**config.mk**
```make
export PLATFORM = sky130hd
export DESIGN_NAME = seven_segment_mux
export DESIGN_NICKNAME = d
export VERILOG_FILES = /design/src/rtl/seven_segment_pkg.sv /design/src/rtl/seg_glyph_decoder.sv /design/src/rtl/seven_segment_mux.sv
export SDC_FILE = /design/constraint.sdc
export NUM_CORES = 1
export LEC_CHECK = 0
export BUFFER_PORTS_ARGS = -buffer_cell sky130_fd_sc_hd__buf_2
export CAP_MARGIN = 20
export CORE_UTILIZATION = 51
export CTS_CLUSTER_DIAMETER = 200
export DETAILED_ROUTE_END_ITERATION = 10
export GPL_TIMING_DRIVEN = 0
export PLACE_DENSITY = 0.73
export SETUP_SLACK_MARGIN = 0.15
export SLEW_MARGIN = 40
export SYNTH_ARGS = -nofsm -noshare
export SYNTH_HDL_FRONTEND = slang
export SYNTH_SLANG_ARGS = --single-unit
```
**constraint.sdc**
```tcl
create_clock -name Clk -period 3.7 [get_ports Clk]
set_input_delay 0.925 -clock Clk [delete_from_list [all_inputs] [get_ports Clk]]
set_output_delay 0.925 -clock Clk [all_outputs]
set_load 0.01 [all_outputs]
```
**src/rtl/seven_segment_pkg.sv**
```systemverilog
// Shared definitions for the multiplexed seven-segment display driver.
//
// Contents:
//   SEG_A .. SEG_DP  bit positions inside the 8-bit pattern {dp,g,f,e,d,c,b,a}
//   glyph_table()    constant function building the 16-entry active-high hex glyph table
//   GLYPH_TABLE      the table itself, evaluated at elaboration
//   hex_glyph(n)     7-bit active-high glyph {g,f,e,d,c,b,a} for nibble n (0-F)
package seven_segment_pkg;

  localparam logic [2:0] SEG_A  = 3'd0;
  localparam logic [2:0] SEG_B  = 3'd1;
  localparam logic [2:0] SEG_C  = 3'd2;
  localparam logic [2:0] SEG_D  = 3'd3;
  localparam logic [2:0] SEG_E  = 3'd4;
  localparam logic [2:0] SEG_F  = 3'd5;
  localparam logic [2:0] SEG_G  = 3'd6;
  localparam logic [2:0] SEG_DP = 3'd7;

  // Entry bit 0 is segment a, bit 6 is segment g. Lower-case b and d keep
  // them distinguishable from 8 and 0.
  function automatic logic [15:0][6:0] glyph_table();
    logic [15:0][6:0] t;
    t[4'h0] = 7'h3F;
    t[4'h1] = 7'h06;
    t[4'h2] = 7'h5B;
    t[4'h3] = 7'h4F;
    t[4'h4] = 7'h66;
    t[4'h5] = 7'h6D;
    t[4'h6] = 7'h7D;
    t[4'h7] = 7'h07;
    t[4'h8] = 7'h7F;
    t[4'h9] = 7'h6F;
    t[4'hA] = 7'h77;
    t[4'hB] = 7'h7C;
    t[4'hC] = 7'h39;
    t[4'hD] = 7'h5E;
    t[4'hE] = 7'h79;
    t[4'hF] = 7'h71;
    return t;
  endfunction

  localparam logic [15:0][6:0] GLYPH_TABLE = glyph_table();

  function automatic logic [6:0] hex_glyph(input logic [3:0] nibble);
    return GLYPH_TABLE[nibble];
  endfunction

endpackage

```
**src/rtl/seg_glyph_decoder.sv**
```systemverilog
// Combinational hex digit decoder.
//
// Ports:
//   nibble_i  [3:0]  hex value to display
//   dp_i             decimal point request
//   seg_o     [7:0]  active-high pattern {dp,g,f,e,d,c,b,a}
//
// Output polarity is handled by the caller.
module seg_glyph_decoder
  import seven_segment_pkg::*;
(
  input  logic [3:0] nibble_i,
  input  logic       dp_i,
  output logic [7:0] seg_o
);

  logic [6:0] glyph;

  always_comb begin
    glyph          = hex_glyph(nibble_i);
    seg_o          = 8'h00;
    seg_o[SEG_A]   = glyph[0];
    seg_o[SEG_B]   = glyph[1];
    seg_o[SEG_C]   = glyph[2];
    seg_o[SEG_D]   = glyph[3];
    seg_o[SEG_E]   = glyph[4];
    seg_o[SEG_F]   = glyph[5];
    seg_o[SEG_G]   = glyph[6];
    seg_o[SEG_DP]  = dp_i;
  end

endmodule

```
**src/rtl/seven_segment_mux.sv**
```systemverilog
// N-digit multiplexed seven-segment display driver.
//
// Scans one digit per slot of RefreshDiv clocks. The displayed value is taken
// from shadow registers that are reloaded only when the scan wraps back to
// digit 0, so a frame never mixes old and new input values.
//
// Ports:
//   Clk         system clock
//   Reset       synchronous, active-high reset
//   Val         digit nibbles, nibble k drives digit k (digit 0 = rightmost)
//   DpIn        decimal point request per digit
//   BlankLz     1 = suppress leading zeros (digit 0 always shown)
//   Brightness  PWM duty: anode on while pwm counter <= Brightness
//   Enable      0 = all anodes off, counters keep running
//   Seg         {dp,g,f,e,d,c,b,a}, active-low when SegActiveLow = 1
//   Seg_En      one-hot anode enable, active-low when AnActiveLow = 1
//   DigitIdx    digit currently scanned
//   FrameTick   one-cycle pulse on the cycle DigitIdx returns to 0
//
// Seg/Seg_En are registered from the current scan state, so they trail
// DigitIdx by one cycle: the first cycle of each anode slot is the dead cycle.
module seven_segment_mux
  import seven_segment_pkg::*;
#(
  parameter  int NumDigits    = 4,
  parameter  int RefreshDiv   = 50000,
  parameter  int PwmBits      = 4,
  parameter  int SegActiveLow = 1,
  parameter  int AnActiveLow  = 1,
  localparam int IdxW         = (NumDigits > 1) ? $clog2(NumDigits) : 1
) (
  input  logic                   Clk,
  input  logic                   Reset,
  input  logic [4*NumDigits-1:0] Val,
  input  logic [NumDigits-1:0]   DpIn,
  input  logic                   BlankLz,
  input  logic [PwmBits-1:0]     Brightness,
  input  logic                   Enable,
  output logic [7:0]             Seg,
  output logic [NumDigits-1:0]   Seg_En,
  output logic [IdxW-1:0]        DigitIdx,
  output logic                   FrameTick
);

  localparam int PrescW = $clog2(RefreshDiv);

  localparam logic [7:0]           SegOff = (SegActiveLow != 0) ? 8'hFF : 8'h00;
  localparam logic [NumDigits-1:0] AnOff  = (AnActiveLow != 0) ?
                                            {NumDigits{1'b1}} : {NumDigits{1'b0}};

  logic [PrescW-1:0]      presc_q, presc_d;
  logic [IdxW-1:0]        digit_q, digit_d;
  logic [PwmBits-1:0]     pwm_q;
  logic [4*NumDigits-1:0] shadow_val_q;
  logic [NumDigits-1:0]   shadow_dp_q;
  logic                   frame_tick_q;
  logic [7:0]             seg_q, seg_d;
  logic [NumDigits-1:0]   seg_en_q, seg_en_d;

  logic                   slot_end;
  logic                   frame_wrap;

  logic [3:0]             sel_nibble;
  logic                   sel_dp;
  logic                   sel_blank;
  logic [NumDigits-1:0]   sel_onehot;
  logic [NumDigits-1:0]   lz_mask;
  logic                   all_zero;

  logic [7:0]             glyph_seg;
  logic [7:0]             seg_ah;
  logic [NumDigits-1:0]   en_ah;
  logic                   lit;

  // --------------------------------------------------------------------------
  // Scan counters
  // --------------------------------------------------------------------------
  assign slot_end   = (presc_q == PrescW'(RefreshDiv - 1));
  assign frame_wrap = slot_end && (digit_q == IdxW'(NumDigits - 1));

  always_comb begin
    presc_d = presc_q + PrescW'(1);
    digit_d = digit_q;
    if (slot_end) begin
      presc_d = '0;
      digit_d = frame_wrap ? '0 : digit_q + IdxW'(1);
    end
  end

  // --------------------------------------------------------------------------
  // Digit selection and leading-zero mask
  // --------------------------------------------------------------------------
  // lz_mask[k] is set when shadow nibbles k..NumDigits-1 are all zero; bit 0
  // is never set so the rightmost digit always shows.
  always_comb begin
    sel_nibble = 4'h0;
    sel_dp     = 1'b0;
    sel_blank  = 1'b0;
    sel_onehot = '0;
    lz_mask    = '0;
    all_zero   = 1'b1;
    for (int k = NumDigits - 1; k >= 1; k--) begin
      all_zero   = all_zero & (shadow_val_q[4*k +: 4] == 4'h0);
      lz_mask[k] = all_zero;
    end
    for (int k = 0; k < NumDigits; k++) begin
      if (digit_q == IdxW'(k)) begin
        sel_nibble    = shadow_val_q[4*k +: 4];
        sel_dp        = shadow_dp_q[k];
        sel_onehot[k] = 1'b1;
        sel_blank     = BlankLz & lz_mask[k];
      end
    end
  end

  seg_glyph_decoder u_glyph (
    .nibble_i (sel_nibble),
    .dp_i     (sel_dp),
    .seg_o    (glyph_seg)
  );

  // --------------------------------------------------------------------------
  // Output pattern
  // --------------------------------------------------------------------------
  // The anode stays off on the first cycle of every slot so the previous
  // digit's segments never flash on the new anode.
  always_comb begin
    lit      = Enable && (presc_q != '0) && (pwm_q <= Brightness) && !sel_blank;
    seg_ah   = sel_blank ? 8'h00 : glyph_seg;
    en_ah    = lit ? sel_onehot : '0;
    seg_d    = (SegActiveLow != 0) ? ~seg_ah : seg_ah;
    seg_en_d = (AnActiveLow != 0) ? ~en_ah : en_ah;
  end

  // --------------------------------------------------------------------------
  // Registers
  // --------------------------------------------------------------------------
  always_ff @(posedge Clk) begin
    if (Reset) begin
      presc_q      <= '0;
      digit_q      <= '0;
      pwm_q        <= '0;
      shadow_val_q <= '0;
      shadow_dp_q  <= '0;
      frame_tick_q <= 1'b0;
      seg_q        <= SegOff;
      seg_en_q     <= AnOff;
    end else begin
      presc_q      <= presc_d;
      digit_q      <= digit_d;
      pwm_q        <= pwm_q + PwmBits'(1);
      frame_tick_q <= frame_wrap;
      // Sample the live inputs on the wrap edge itself.
      if (frame_wrap) begin
        shadow_val_q <= Val;
        shadow_dp_q  <= DpIn;
      end
      seg_q        <= seg_d;
      seg_en_q     <= seg_en_d;
    end
  end

  assign Seg       = seg_q;
  assign Seg_En    = seg_en_q;
  assign DigitIdx  = digit_q;
  assign FrameTick = frame_tick_q;

endmodule

```
==> reports/qor.log <==
[floorplan] overall die height 74.2 µm
[routing] Post-route DRC 0
[global_route] M1 GR Usage 0.249
[critical_path] Worst Path Class, Setup reg -> reg
[global_route] global-route wire length before repair 8990 µm
[routing] Vias 2203
[critical_path] CP max stage delay 0.56 ns
[timing] total negative setup slack 0 ns
[floorplan] Placement Rows 25
[timing] setup slack of the critical path after layout 0.950 ns
[placed_design] gpl congestion 0.848
[clocking] clock-pin slew reported for the worst setup and hold paths after clock tree synthesis 0.09 ns
[clocking] buffer depth of the longest clock path 2
[global_route] highest-utilization routing layer at the global route stage met2
[yosys] synthesized flop and latch total 55
[outcome] result of the run complete, no violations
[pwr] total leakage power 0.00123 µW
[yosys] Syn Nets 358
[pwr] PwrDens 351 mW/mm²
[critical_path] required time of the critical path 3.87 ns
[yosys] top cell type by total area after synthesis dfxtp_1
[critical_path] buffer and inverter count on the worst path 3
[yosys] fraction of registers with async set or reset after synthesis 0
[yosys] leading post-synthesis cells by instance count nand2_1, dfxtp_1, nor2_1
[placed_design] post-detail-place hpwl 4110 µm
[timing] number of max-slew violations in the final report 0
[critical_path] Slowest-stage cell, CP a211oi_1
[pwr] VDD IR-drop max 247 µV
[finish] Util after Layout 0.629
[timing] Max-slew headroom 0.476
[yosys] area fraction of the dominant cell type after synthesis 0.414
[yosys] Cell variety after synth 43
[floorplan] I/O Pins 43
[clocking] count of cells resized by post-cts repair 0
[yosys] number of enable flip-flop cells after synthesis 0
[timing] setup repair after global routing missed its margin false
[yosys] most area-consuming cells after synthesis dfxtp_1, nand2_1, ha_1, a21oi_1, nor2_1
[clocking] root buffer cell clkbuf_8
[timing] number of setup violations in the final report 0
[finish] number of cells in the finished layout apart from fillers 430
[finish] final net count 407
[flow_run] Max Cap Viol 0
[yosys] dominant register cell in the synthesized netlist dfxtp_1
[timing] number of hold-slack violations in the final timing report 0
[floorplan] effective utilization at floorplan 0.545
[routing] number of detailed-route iterations in the first pass 4
[yosys] Mapped Cells 313
[floorplan] die width 74.2 µm
[timing] final hold slack 0.456 ns
[yosys] Ys Warns 0
[yosys] top-count cell post-synth nand2_1
[finish] number of inserted diodes 0
[yosys] post-synthesis area per instance 8.50 µm²
[routing] via count normalized by instance count 5.12
[critical_path] kind of capture point of the worst setup path flop
[clocking] Post CTS Setup Buffer Count 0
[timing] Tcrit/Tclk final 0.743
[yosys] sequential cell area fraction in the yosys report 0.414
[global_route] GRT Util Overall 0.212
[floorplan] area enclosed by the die boundary 0.00551 mm²
[clocking] worst skew pair latency 0.31 ns
[timing] post-route minimum period 2.75 ns
[global_route] number of antenna violations at the first check in global routing 0
[global_route] pin count of the biggest net entering global routing 17
[routing] remaining antenna violation count 0
[clocking] total CTS buffers 5
[floorplan] placeable core area 0.00488 mm²
[clocking] TritonCTS Sinks 55
[yosys] total standard cell area after synthesis 0.00266 mm²
[clocking] clock tree from TritonCTS yes
[global_route] GR Util met2 0.394
[global_route] GRT Residual Overflow 0
[hold_path] min-delay worst type reg -> reg
[routing] DRC violation total after the first TritonRoute iteration 97
[finish] fraction of layout instances using a drive strength above 1 0.193
[finish] synth-to-layout area growth 15.5%
[clocking] H-tree depth 2
[clocking] count of hold-fix buffers inserted at cts 0
[global_route] met3 Use GR 0.0366
[critical_path] WP data arrival 2.92 ns
[critical_path] CP max FO 10
[routing] routed wire length per instance 12.6 µm
[routing] Routed Wire Length 5410 µm
[placed_design] Placement Setup Slack 0.929 ns
[critical_path] cell family with most CP delay compound AO/OA/AOI/OAI gates
[timing] setup clock skew after layout 0.00433 ns
[timing] slew at the pin closest to its max-slew limit 0.786 ns
[placed_design] buffers added on ports 42
[hold_path] cell depth of the worst hold path 2
[critical_path] Crit path depth 10
[timing] max frequency 364 MHz
[global_route] vias in the first global route 2071
[critical_path] sequence of cells on the critical path inv_1 -> ha_1 -> buf_2 -> nand3b_1 -> a211oi_1 -> inv_1 -> ha_1 -> or3_1 -> o311ai_0 -> nand2_1
[critical_path] worst-case reg-to-reg path depth 10
[critical_path] sort of element at the start of the critical path flop
[placed_design] cell total after placement 422
## metrics by stage
step / instance area, µm² / power, µW
2_1_floorplan: 2660 / 655
4_1_cts: 3070 / 1090
5_1_grt: 3070 / 1120
3_5_place_dp: 2950 / 683
6_report: 3070 / 1080
3_3_place_gp: 2950 / 682
## state kept, by name, indices dropped and copies added, names as in the netlist
signal,flops
presc_q,16
shadow_val_q,16
Seg,8
Seg_En,4
pwm_q,4
shadow_dp_q,4
DigitIdx,2
FrameTick,1
## report_power, final
group          internal, µW  switching (µW)
registers               601            6.50
logic                  31.4            29.8
clock network           219             190
total                   852             226
## cells in the final DEF (no fill, tap or decap), types with 2 or more instances in the layout
cell type	n
nor4_1	3
nor2_1	32
buf_6	2
xnor2_1	8
buf_4	2
nor3_1	2
o211ai_1	4
nand4_1	5
a21oi_2	2
and3_1	3
ha_1	17
a211oi_1	4
xor2_1	8
nor2b_1	5
nand3b_1	4
o21ai_0	6
clkbuf_1	2
nor3b_1	3
dfxtp_1	55
nand2_1	63
nand3_1	11
clkbuf_8	12
a21oi_1	29
inv_1	15
o221ai_1	2
buf_2	45
## final cells by class
type,count,area [µm²]
Fill cell,461,1810
Multi-Input combinational cell,228,1360
Sequential cell,55,1100
Timing Repair Buffer,42,210
Buffer,15,143
Tap cell,67,83.8
Clock buffer,6,82.6
Inverter,15,56.3
Clock inverter,2,35.0
## worst reg2reg max path: stages, from the launching register on
cell and delay (ns):
dfxtp_1 0.40, inv_1 0.08, ha_1 0.20, buf_2 0.18, nand3b_1 0.17, a211oi_1 0.56, inv_1 0.21, ha_1 0.25
or3_1 0.38, o311ai_0 0.09, nand2_1 0.08
## worst paths after layout
check / slack, ns / from / end
worst max-delay path: 0.95 / DigitIdx[1]$_SDFFE_PP0N_ / Seg[0]$_SDFF_PP1_
worst min-delay path: 0.46 / shadow_dp_q[1]$_SDFFE_PP0P_ / shadow_dp_q[1]$_SDFFE_PP0P_
worst max register to register: 0.95 / DigitIdx[1]$_SDFFE_PP0N_ / Seg[0]$_SDFF_PP1_
worst min register to register: 0.46 / shadow_dp_q[1]$_SDFFE_PP0P_ / shadow_dp_q[1]$_SDFFE_PP0P_
## per-layer routing
metal  part of all wire  up-vias
met5                  0        -
met4              0.013        0
met3              0.028        9
met2               0.50       34
met1               0.46     1013
li1                   -     1147
## cell families (layout without fill, tap and decap cells)
logic type / Yosys count / in the layout / synth area share
compound gates: 51 / 51 / 0.116
xor+xnor: 16 / 16 / 0.0527
fa+ha+maj: 17 / 17 / 0.0800
buf+inv: 30 / 80 / 0.0748
flops: 55 / 55 / 0.414
mux: 1 / 1 / 0.00376
simple gates: 143 / 143 / 0.259
Power figures use the tool's default switching activity.
